### src/rtl/dircc_node_mem_stream_writer.sv
// Streams one Avalon-ST packet into an on-chip RAM starting at base_addr,
// wrapping at MEM_DEPTH and truncating (with a sticky overflow flag) beyond max_words.
module dircc_node_mem_stream_writer #(
    parameter int ADDR_W    = 14,
    parameter int MEM_DEPTH = 10240
) (
    input  logic              clk,
    input  logic              reset,
    input  logic              start,
    input  logic [ADDR_W-1:0] base_addr,
    input  logic [ADDR_W-1:0] max_words,
    output logic              busy,
    output logic              done,
    output logic [ADDR_W-1:0] word_count,
    output logic              overflow,
    input  logic              snk_valid,
    output logic              snk_ready,
    input  logic [31:0]       snk_data,
    input  logic              snk_sop,
    input  logic              snk_eop,
    output logic [ADDR_W-1:0] mem_address,
    output logic [3:0]        mem_byteenable,
    output logic              mem_chipselect,
    output logic              mem_write,
    output logic [31:0]       mem_writedata,
    output logic              mem_clken
);
    typedef enum logic [1:0] {S_IDLE, S_ARMED, S_WRITE, S_DONE} state_t;

    localparam logic [ADDR_W-1:0] LAST_ADDR = ADDR_W'(MEM_DEPTH - 1);
    localparam logic [ADDR_W:0]   DEPTH_EXT = (ADDR_W + 1)'(MEM_DEPTH);

    state_t            r_state;
    state_t            w_next;
    logic [ADDR_W-1:0] r_max;
    logic [ADDR_W-1:0] r_index;
    logic [ADDR_W-1:0] r_addr;
    logic              r_overflow;
    logic              w_write;
    logic              w_room;
    logic              w_accept_start;
    logic [ADDR_W:0]   w_base_ext;
    logic [ADDR_W-1:0] w_start_addr;

    assign w_room         = (r_index < r_max);
    assign w_accept_start = (r_state == S_IDLE) && start;
    assign w_base_ext     = {1'b0, base_addr};
    // base_addr may exceed the RAM; fold it once so the running address stays in range
    assign w_start_addr   = (w_base_ext >= DEPTH_EXT) ? ADDR_W'(w_base_ext - DEPTH_EXT) : base_addr;

    assign word_count = r_index;
    assign overflow   = r_overflow;
    assign mem_clken  = 1'b1;

    always_ff @(posedge clk) begin
        if (reset) r_state <= S_IDLE;
        else       r_state <= w_next;
    end

    always_comb begin
        w_next    = r_state;
        snk_ready = 1'b0;
        busy      = 1'b0;
        done      = 1'b0;
        w_write   = 1'b0;
        case (r_state)
            S_IDLE: begin
                if (start) w_next = (max_words == '0) ? S_DONE : S_ARMED;
            end
            S_ARMED: begin
                snk_ready = 1'b1;
                busy      = 1'b1;
                // Beats before the start of a packet are drained without writing
                if (snk_valid && snk_sop) begin
                    w_write = 1'b1;
                    w_next  = snk_eop ? S_DONE : S_WRITE;
                end
            end
            S_WRITE: begin
                snk_ready = 1'b1;
                busy      = 1'b1;
                if (snk_valid) begin
                    w_write = w_room;
                    if (snk_eop) w_next = S_DONE;
                end
            end
            S_DONE: begin
                busy   = 1'b1;
                done   = 1'b1;
                w_next = S_IDLE;
            end
            default: w_next = S_IDLE;
        endcase
    end

    always_ff @(posedge clk) begin
        if (reset) begin
            r_max          <= '0;
            r_index        <= '0;
            r_addr         <= '0;
            r_overflow     <= 1'b0;
            mem_chipselect <= 1'b0;
            mem_write      <= 1'b0;
            mem_address    <= '0;
            mem_byteenable <= 4'h0;
            mem_writedata  <= '0;
        end else begin
            mem_chipselect <= w_write;
            mem_write      <= w_write;
            if (w_accept_start) begin
                r_max      <= max_words;
                r_index    <= '0;
                r_addr     <= w_start_addr;
                r_overflow <= 1'b0;
            end
            if (w_write) begin
                mem_byteenable <= 4'hF;
                mem_writedata  <= snk_data;
                mem_address    <= r_addr;
                r_addr         <= (r_addr == LAST_ADDR) ? '0 : r_addr + 1'b1;
                r_index        <= r_index + 1'b1;
            end
            if (r_state == S_WRITE && snk_valid && !w_room) r_overflow <= 1'b1;
        end
    end
endmodule
### config.mk
export PLATFORM = sky130hd
export DESIGN_NAME = dircc_node_mem_stream_writer
export DESIGN_NICKNAME = d
export VERILOG_FILES = /design/src/rtl/dircc_node_mem_stream_writer.sv
export SDC_FILE = /design/constraint.sdc
export NUM_CORES = 1
export LEC_CHECK = 0
export CAP_MARGIN = 25
export CORE_UTILIZATION = 44
export CTS_BUF_LIST = sky130_fd_sc_hd__clkbuf_4
export DETAILED_ROUTE_END_ITERATION = 7
export GPL_TIMING_DRIVEN = 1
export PLACE_DENSITY = 0.87
export REMOVE_ABC_BUFFERS = 1
export SLEW_MARGIN = 0
export SYNTH_ARGS = -nofsm -noshare
export SYNTH_HDL_FRONTEND = slang
export SYNTH_SLANG_ARGS = --single-unit
### constraint.sdc
create_clock -name clk -period 2.5 [get_ports clk]
set_input_delay 0.5 -clock clk [delete_from_list [all_inputs] [get_ports clk]]
set_output_delay 0.5 -clock clk [all_outputs]
set_load 0.01 [all_outputs]
==> results.yml, run 1 <==
status:
  status: "complete, no violations"
floorplan:
  dieArea_sq_um: 10300
  die_height_um: 101
  die_width_um: 101
  start_util_pct: 46.3
  core_area_sq_um: 9370
  num_rows: 35
  io_pins: 137
layout:
  antenna_cells: 0
  layout-drive-gt1-share_pct: 6.99
  area_growth_pct: 38.8
  fin_util_pct: 64.2
  final_nets: 784
sta:
  final.setup.tns_ns: 0
  fmax_mhz: 419
  final-setup-viol-count: 0
  worst_pin_slew_ns: 0.565
  hold_viol: 0
  slew_headroom_pct: 62.4
  period_share_pct: 95.4
  finalClockSkew_ns: 0.0162
  hold_ws_ns: 0.462
  fin_crit_ns: 2.39
  slew_violations: 0
synth:
  synth_warnings: 0
  synth_top_area_share_pct: 42.9
  syn_inst: 566
  synth_top_cell_by_area: "dfxtp_1"
  synthTopCellsByArea: "dfxtp_1 43%, nand2_1 14%, a21oi_1 9.7%"
  syn_avg_cell_area_sq_um: 7.66
  syn_area_sq_um: 4340
  synth-seq-cells: 93
  ys_seq_area_share_pct: 42.9
  ys_types: 45
detailed_routing:
  drt_iter0_drc: 178
  drc: 0
  wire_per_inst_um: 13.9
  vias: 4470
  drt_wl_total_um: 11500
  postRouteAntennaNets: 0
  firstDrtPassIters: 5
  drt-vias-per-instance: 5.39
worst_setup_path:
  reg2reg_depth: 11
  required_ns: 2.00
  end_kind: "output port"
  critical_path_class: "flip-flop to output port"
  r2r_setup_slack_ns: 0.14
  worstPathArrival_ns: 1.89
  r2r-start: "r_state[1]$_SDFFE_PP0P_"
  critPathMaxFanout: 5
  start_kind: "flip-flop"
  r2r_end: "mem_writedata[5]$_SDFFE_PP0P_"
cts:
  cts_tree: "built"
  insertion_delay_ns: 0.43
  cts.path.max_buffers: 2
  cts-buffers-inserted: 9
  cts-resized-gates: 0
  holdBufCountCts: 0
  clkTransAtPathRegs_ns: 0.15
  clockRootBuffer: "clkbuf_4"
  post_cts_buffers: 0
  h-tree-depth: 3
  cts.sinks: 93
placed_design:
  port_buffers: 135
  dpl.hpwl_um: 8530
  gp_congestion: 0.803
power_and_ir_drop:
  p_per_area_nw_per_um2: 646
  intPower_mw: 2.49
  switchingPower_mw: 1.40
  combPwrFrac_pct: 35.0
  pwr-share-clk_pct: 19.0
  ir_drop_mv: 0.455
  seq_power_share_pct: 46.0
  p_leak_nw: 2.25
  switching_share_pct: 35.9
grt:
  gr-total-overflow: 0
  antenna_found_initial: 0
  grt_max_degree: 34
  grt_pass1_wl_um: 18800
  grt_pass1_vias: 4258
  grt_usage_pct: 22.7
min_path:
  hp-class: "flip-flop to flip-flop"
  min-delay-start: "mem_writedata[4]$_SDFFE_PP0P_"
  holdPathEnd: "mem_writedata[4]$_SDFFE_PP0P_"
  holdPathStages: 2
job:
  timing.max_cap.violations: 0
## placed cells by master, fill, tap and decap left out, drive strengths merged, types with 4 or more instances in the layout
master and instances:
nand2 161, clkdlybuf4s50 134, dfxtp 93, a21oi 84
inv 28, buf 25, ha 21, nand3 19
nor2 19, nor3 16, and3 10, o21ai 10
clkbuf 9, a311oi 8, o211a 8, nand4 5
a21o 4, nor4 4, a31oi 4, a41oi 4
## cell usage after synthesis (all sizes together)
cell     number
inv          26
nor3         16
a21o          4
o211ai        2
a221oi        1
clkbuf       22
and3         10
nor3b         1
a311oi        8
a31oi         4
or4           1
a211oi        3
o211a         8
o311a         1
o311ai        1
a31o          1
or3           2
nand2       161
a211o         1
nor4          4
a41oi         4
nand3        19
nor2         19
nand3b        3
dfxtp        93
o21ai        10
a2bb2oi       1
a222oi        1
o31a          1
buf          17
nand2b        1
conb          1
o221ai        1
ha           21
nand4         5
o2111ai       1
o21a          2
and2          3
a21oi        84
o22ai         2
## per-stage QoR
step	std cells	power (mW)	area, sq um	setup WS [ns]
floorplan	527	2.49	4150	-0.712
global placement	815	3.10	5890	0.0357
detailed placement	815	3.17	5890	-0.0341
CTS	830	3.90	6010	0.0626
global route	830	4.14	6020	-0.00456
finish	830	3.89	6020	0.115
## power by group through the flow
stage / Combinational (mW) / Sequential, mW / Clock (mW)
2_1_floorplan: 0.667 / 1.82 / 0
3_3_place_gp: 1.29 / 1.81 / 0
3_5_place_dp: 1.35 / 1.82 / 0
4_1_cts: 1.36 / 1.79 / 0.757
5_1_grt: 1.50 / 1.81 / 0.818
6_report: 1.36 / 1.79 / 0.737
## registers in the layout, summed over array words and instances, names as in the netlist
signal / flops
mem_address: 14
mem_byteenable: 1
mem_write: 1
mem_writedata: 32
overflow: 1
r_addr: 14
r_max: 14
r_state: 2
word_count: 14
## worst max path at each step
stage / from / endpoint / cells past startpoint
2_1_floorplan: word_count[11]$_SDFFE_PP0P_ / r_addr[12]$_SDFFE_PP0P_ / 7
3_3_place_gp: snk_valid / mem_writedata[8]$_SDFFE_PP0P_ / 9
3_5_place_dp: snk_valid / mem_writedata[5]$_SDFFE_PP0P_ / 9
4_1_cts: r_max[13]$_SDFFE_PP0P_ / mem_writedata[5]$_SDFFE_PP0P_ / 10
5_1_grt: r_max[7]$_SDFFE_PP0P_ / mem_writedata[25]$_SDFFE_PP0P_ / 12
6_report: r_state[1]$_SDFFE_PP0P_ / snk_ready / 3
## cell families after synthesis
logic type	count (synthesis)	synth area share (%)
AO/OA/AOI/OAI	141	20.1
adder cells (fa/ha/maj)	21	6.06
buffers and inverters	65	6.55
flip-flops	93	42.9
other	1	0.0865
AND/OR/NAND/NOR	245	24.2
## layer usage
layer | share of wire [%] | GRT usage [%] | vias up
li1 | - | - | 2208
met1 | 43 | 27.5 | 2087
met2 | 50 | 40.1 | 158
met3 | 5.6 | 3.45 | 17
met4 | 1.2 | 9.25 | 0
met5 | 0 | 0 | -
## area by class of cell
cell class                 instances  area [sq um]
timing repair buffer             159          1580
multi-input combinational        408          2200
sequential                        93          1860
fill                             820          3350
inverter                          26          97.6
clock inverter                     6          47.5
tap                              129           161
clock buffer                       9          67.6
## worst max-delay path, cell delays in order (launching register included)
cell and delay [ns]:
dfxtp_1 0.43, inv_1 0.12, ha_1 0.36, clkdlybuf4s50_1 0.56
No activity file was read; power rests on OpenSTA's default activity.
==> inputs of run 2 (changes only) <==
--- a/config.mk
+++ b/config.mk
@@ -9,6 +9,7 @@
 export CORE_UTILIZATION = 44
 export CTS_BUF_LIST = sky130_fd_sc_hd__clkbuf_4
 export DETAILED_ROUTE_END_ITERATION = 7
+export GPL_ROUTABILITY_DRIVEN = 0
 export GPL_TIMING_DRIVEN = 1
 export PLACE_DENSITY = 0.87
 export REMOVE_ABC_BUFFERS = 1
==> results of run 2 <==
No change in the layout: final DEF, timing and power equal those of run 1.
==> inputs of run 3 (changes only) <==
--- a/config.mk
+++ b/config.mk
@@ -5,13 +5,14 @@
 export SDC_FILE = /design/constraint.sdc
 export NUM_CORES = 1
 export LEC_CHECK = 0
-export CAP_MARGIN = 25
+export ABC_AREA = 1
+export CAP_MARGIN = 40
 export CORE_UTILIZATION = 44
 export CTS_BUF_LIST = sky130_fd_sc_hd__clkbuf_4
 export DETAILED_ROUTE_END_ITERATION = 7
 export GPL_ROUTABILITY_DRIVEN = 0
 export GPL_TIMING_DRIVEN = 1
-export PLACE_DENSITY = 0.87
+export PLACE_DENSITY = 0.86
 export REMOVE_ABC_BUFFERS = 1
 export SLEW_MARGIN = 0
 export SYNTH_ARGS = -nofsm -noshare
==> run 3 against run 2 <==
Against the previous run:
- sequential power up 4%
- register-to-register slack better by 0.23 ns
- maximum frequency up 0.96%
- cell count up 12%
- worst hold slack better by 0.0061 ns
- routed wire length up 0.86%
- clock power down 5.0%
- die area up 5.6%
- critical path type unchanged
- largest power group unchanged
==> results.yml, run 3 <==
status:
  status: "complete, no violations"
synth:
  syn_inst: 661
  synth-async-reset-ratio_pct: 0
  yosysMostFrequentCell: "nand2_1"
  syn_area_sq_um: 4590
  synth_edf_count: 0
  ys_types: 28
  synth-seq-cells: 93
  synth_top_area_share_pct: 40.6
  synth_top_cell_by_area: "dfxtp_1"
  ys_top_cells_by_count: "113 x nand2_1, 112 x nor2_1, 93 x dfxtp_1"
  synth_warnings: 0
  ys_seq_area_share_pct: 40.6
  synthTopCellsByArea: "dfxtp_1 41%, nand2_1 9.2%, nor2_1 9.2%"
  synthFlopType: "dfxtp_1"
  syn_avg_cell_area_sq_um: 6.94
min_path:
  holdPathEnd: "r_max[10]$_SDFFE_PP0P_"
  hp-class: "flip-flop to flip-flop"
  holdPathStages: 2
  min-delay-start: "r_max[10]$_SDFFE_PP0P_"
layout:
  layout-drive-gt1-share_pct: 5.30
  design_area_sq_um: 6200
  fillers: 930
  largest_register_ffs: 32
  antenna_cells: 0
  final_cell_mix: "135 x clkdlybuf4s50_1, 113 x nand2_1, 112 x nor2_1"
  final_nets: 875
  area_growth_pct: 35.3
  largest-register: "mem_writedata"
  final_common_cell: "clkdlybuf4s50_1"
sta:
  hold_ws_ns: 0.468
  period_share_pct: 94.5
  slew_violations: 0
  final.setup.tns_ns: 0
  worst_pin_slew_ns: 0.612
  fin_crit_ns: 2.36
  finalClockSkew_ns: 0.0230
  slew_headroom_pct: 59.2
  hold_viol: 0
  fmax_mhz: 423
  rsz0062_at_grt: "false"
  final-setup-viol-count: 0
detailed_routing:
  drc: 0
  postRouteAntennaNets: 0
  drt_wl_total_um: 11600
  firstDrtPassIters: 7
  wire_per_inst_um: 12.5
  drt_iter0_drc: 288
  vias: 4573
  drt-vias-per-instance: 4.94
worst_setup_path:
  worst_path_max_delay_cell: "clkdlybuf4s50_1"
  end_kind: "output port"
  required_ns: 2.00
  critical_path_class: "flip-flop to output port"
  critPathMaxStageDelay_ns: 0.58
  crit_chain: "inv_1, ha_1, clkdlybuf4s50_1"
  reg2reg_depth: 13
  r2r_setup_slack_ns: 0.37
  critPathMaxFanout: 4
  start_kind: "flip-flop"
  r2r_end: "word_count[12]$_SDFFE_PP0P_"
  worstPathArrival_ns: 1.86
  r2r-start: "word_count[5]$_SDFFE_PP0P_"
placed_design:
  dpl.hpwl_um: 8490
  port_buffers: 135
  place_area_sq_um: 6090
floorplan:
  num_rows: 36
  dieArea_sq_um: 10800
  io_pins: 137
  core_area_sq_um: 9950
  start_util_pct: 46.1
  die_height_um: 104
  die_width_um: 104
grt:
  grt_usage_pct: 21.7
  antenna_found_initial: 0
  grt_pass1_wl_um: 19100
  gr-total-overflow: 0
  grt_max_degree: 52
  grt_pass1_vias: 4071
cts:
  cts.path.max_buffers: 2
  cts-buffers-inserted: 9
  clkTransAtPathRegs_ns: 0.14
  cts.sinks: 93
  clockRootBuffer: "clkbuf_4"
  h-tree-depth: 3
  holdBufCountCts: 0
  insertion_delay_ns: 0.44
  cts_tree: "built"
job:
  timing.max_cap.violations: 0
power_and_ir_drop:
  combPwrFrac_pct: 39.6
  p_per_area_nw_per_um2: 683
  pwr-share-clk_pct: 16.5
  intPower_mw: 2.67
  totalPowerFinal_mw: 4.24
  switchingPower_mw: 1.57
  seq_power_share_pct: 43.9
  p_leak_nw: 2.56
  ir_drop_mv: 0.453
  switching_share_pct: 37.1
run 3: area by class of cell:
type                       count  area (sq um)  area share, %
multi-input combinational    451          2220           35.7
sequential                    93          1860           30.0
timing repair buffer         152          1540           24.9
inverter                      81           304           4.90
tap                          133           166           2.68
clock buffer                   9          67.6           1.09
clock inverter                 7          42.5          0.686
run 3: timing repair:
action / 4_1_cts / 5_1_grt
setup endpoints to repair: 0 / 1
buffers inserted: 0 / 0
gates resized for setup: 0 / 1
run 3: logic make-up (layout without fill, tap and decap cells):
| logic type | after synthesis | in the layout | share of synthesized area (%) |
|---|---|---|---|
| AND/OR/NAND/NOR | 296 | 296 | 27.1 |
| other | 1 | 1 | 0.0818 |
| XOR/XNOR | 8 | 8 | 1.53 |
| adder cells (fa/ha/maj) | 21 | 21 | 5.73 |
| AO/OA/AOI/OAI | 125 | 125 | 13.9 |
| buffers and inverters | 117 | 249 | 11.1 |
| flip-flops | 93 | 93 | 40.6 |
run 3: worst max-delay path, delay by kind of cell (launching register included):
kind	cells	cell delay, ns
adders and majority gates	1	0.35
buffers and inverters	2	0.68
DFF	1	0.40
run 3: through the flow:
| stage | utilization [%] | setup slack (ns) | std cells |
|---|---|---|---|
| 6_report | 62.3 | 0.138 | 926 |
| 5_1_grt | 62.3 | 0.0214 | 926 |
| 4_1_cts | 62.3 | 0.0606 | 926 |
| 3_5_place_dp | 61.2 | 0.316 | 910 |
| 3_3_place_gp | 61.2 | 0.357 | 910 |
| 2_1_floorplan | - | -0.378 | 625 |
run 3: worst max path at each step:
stage | from | to | slack, ns | cells past startpoint
2_1_floorplan | word_count[8]$_SDFFE_PP0P_ | r_addr[12]$_SDFFE_PP0P_ | -0.38 | 14
3_3_place_gp | snk_valid | word_count[12]$_SDFFE_PP0P_ | 0.36 | 10
3_5_place_dp | snk_valid | word_count[12]$_SDFFE_PP0P_ | 0.32 | 10
4_1_cts | r_state[0]$_SDFFE_PP0P_ | snk_ready | 0.06 | 3
5_1_grt | r_state[1]$_SDFFE_PP0P_ | snk_ready | 0.02 | 3
6_report | r_state[1]$_SDFFE_PP0P_ | snk_ready | 0.14 | 3
run 3: power groups by stage:
stage                     Sequential, mW  Clock, mW  Combinational (mW)
after floorplan                     1.94          0               0.845
after detailed placement            1.89          0                1.67
after global routing                1.89      0.794                1.87
after CTS                           1.86      0.729                1.68
after global placement              1.88          0                1.64
final                               1.86      0.700                1.68
run 3: layer usage:
| layer | GRT usage, % | wire length (um) | vias to the layer above |
|---|---|---|---|
| li1 | - | - | 2363 |
| met1 | 29.1 | 5510 | 2036 |
| met2 | 34.6 | 5320 | 161 |
| met3 | 3.57 | 604 | 13 |
| met4 | 9.08 | 182 | 0 |
| met5 | 0 | 0 | - |
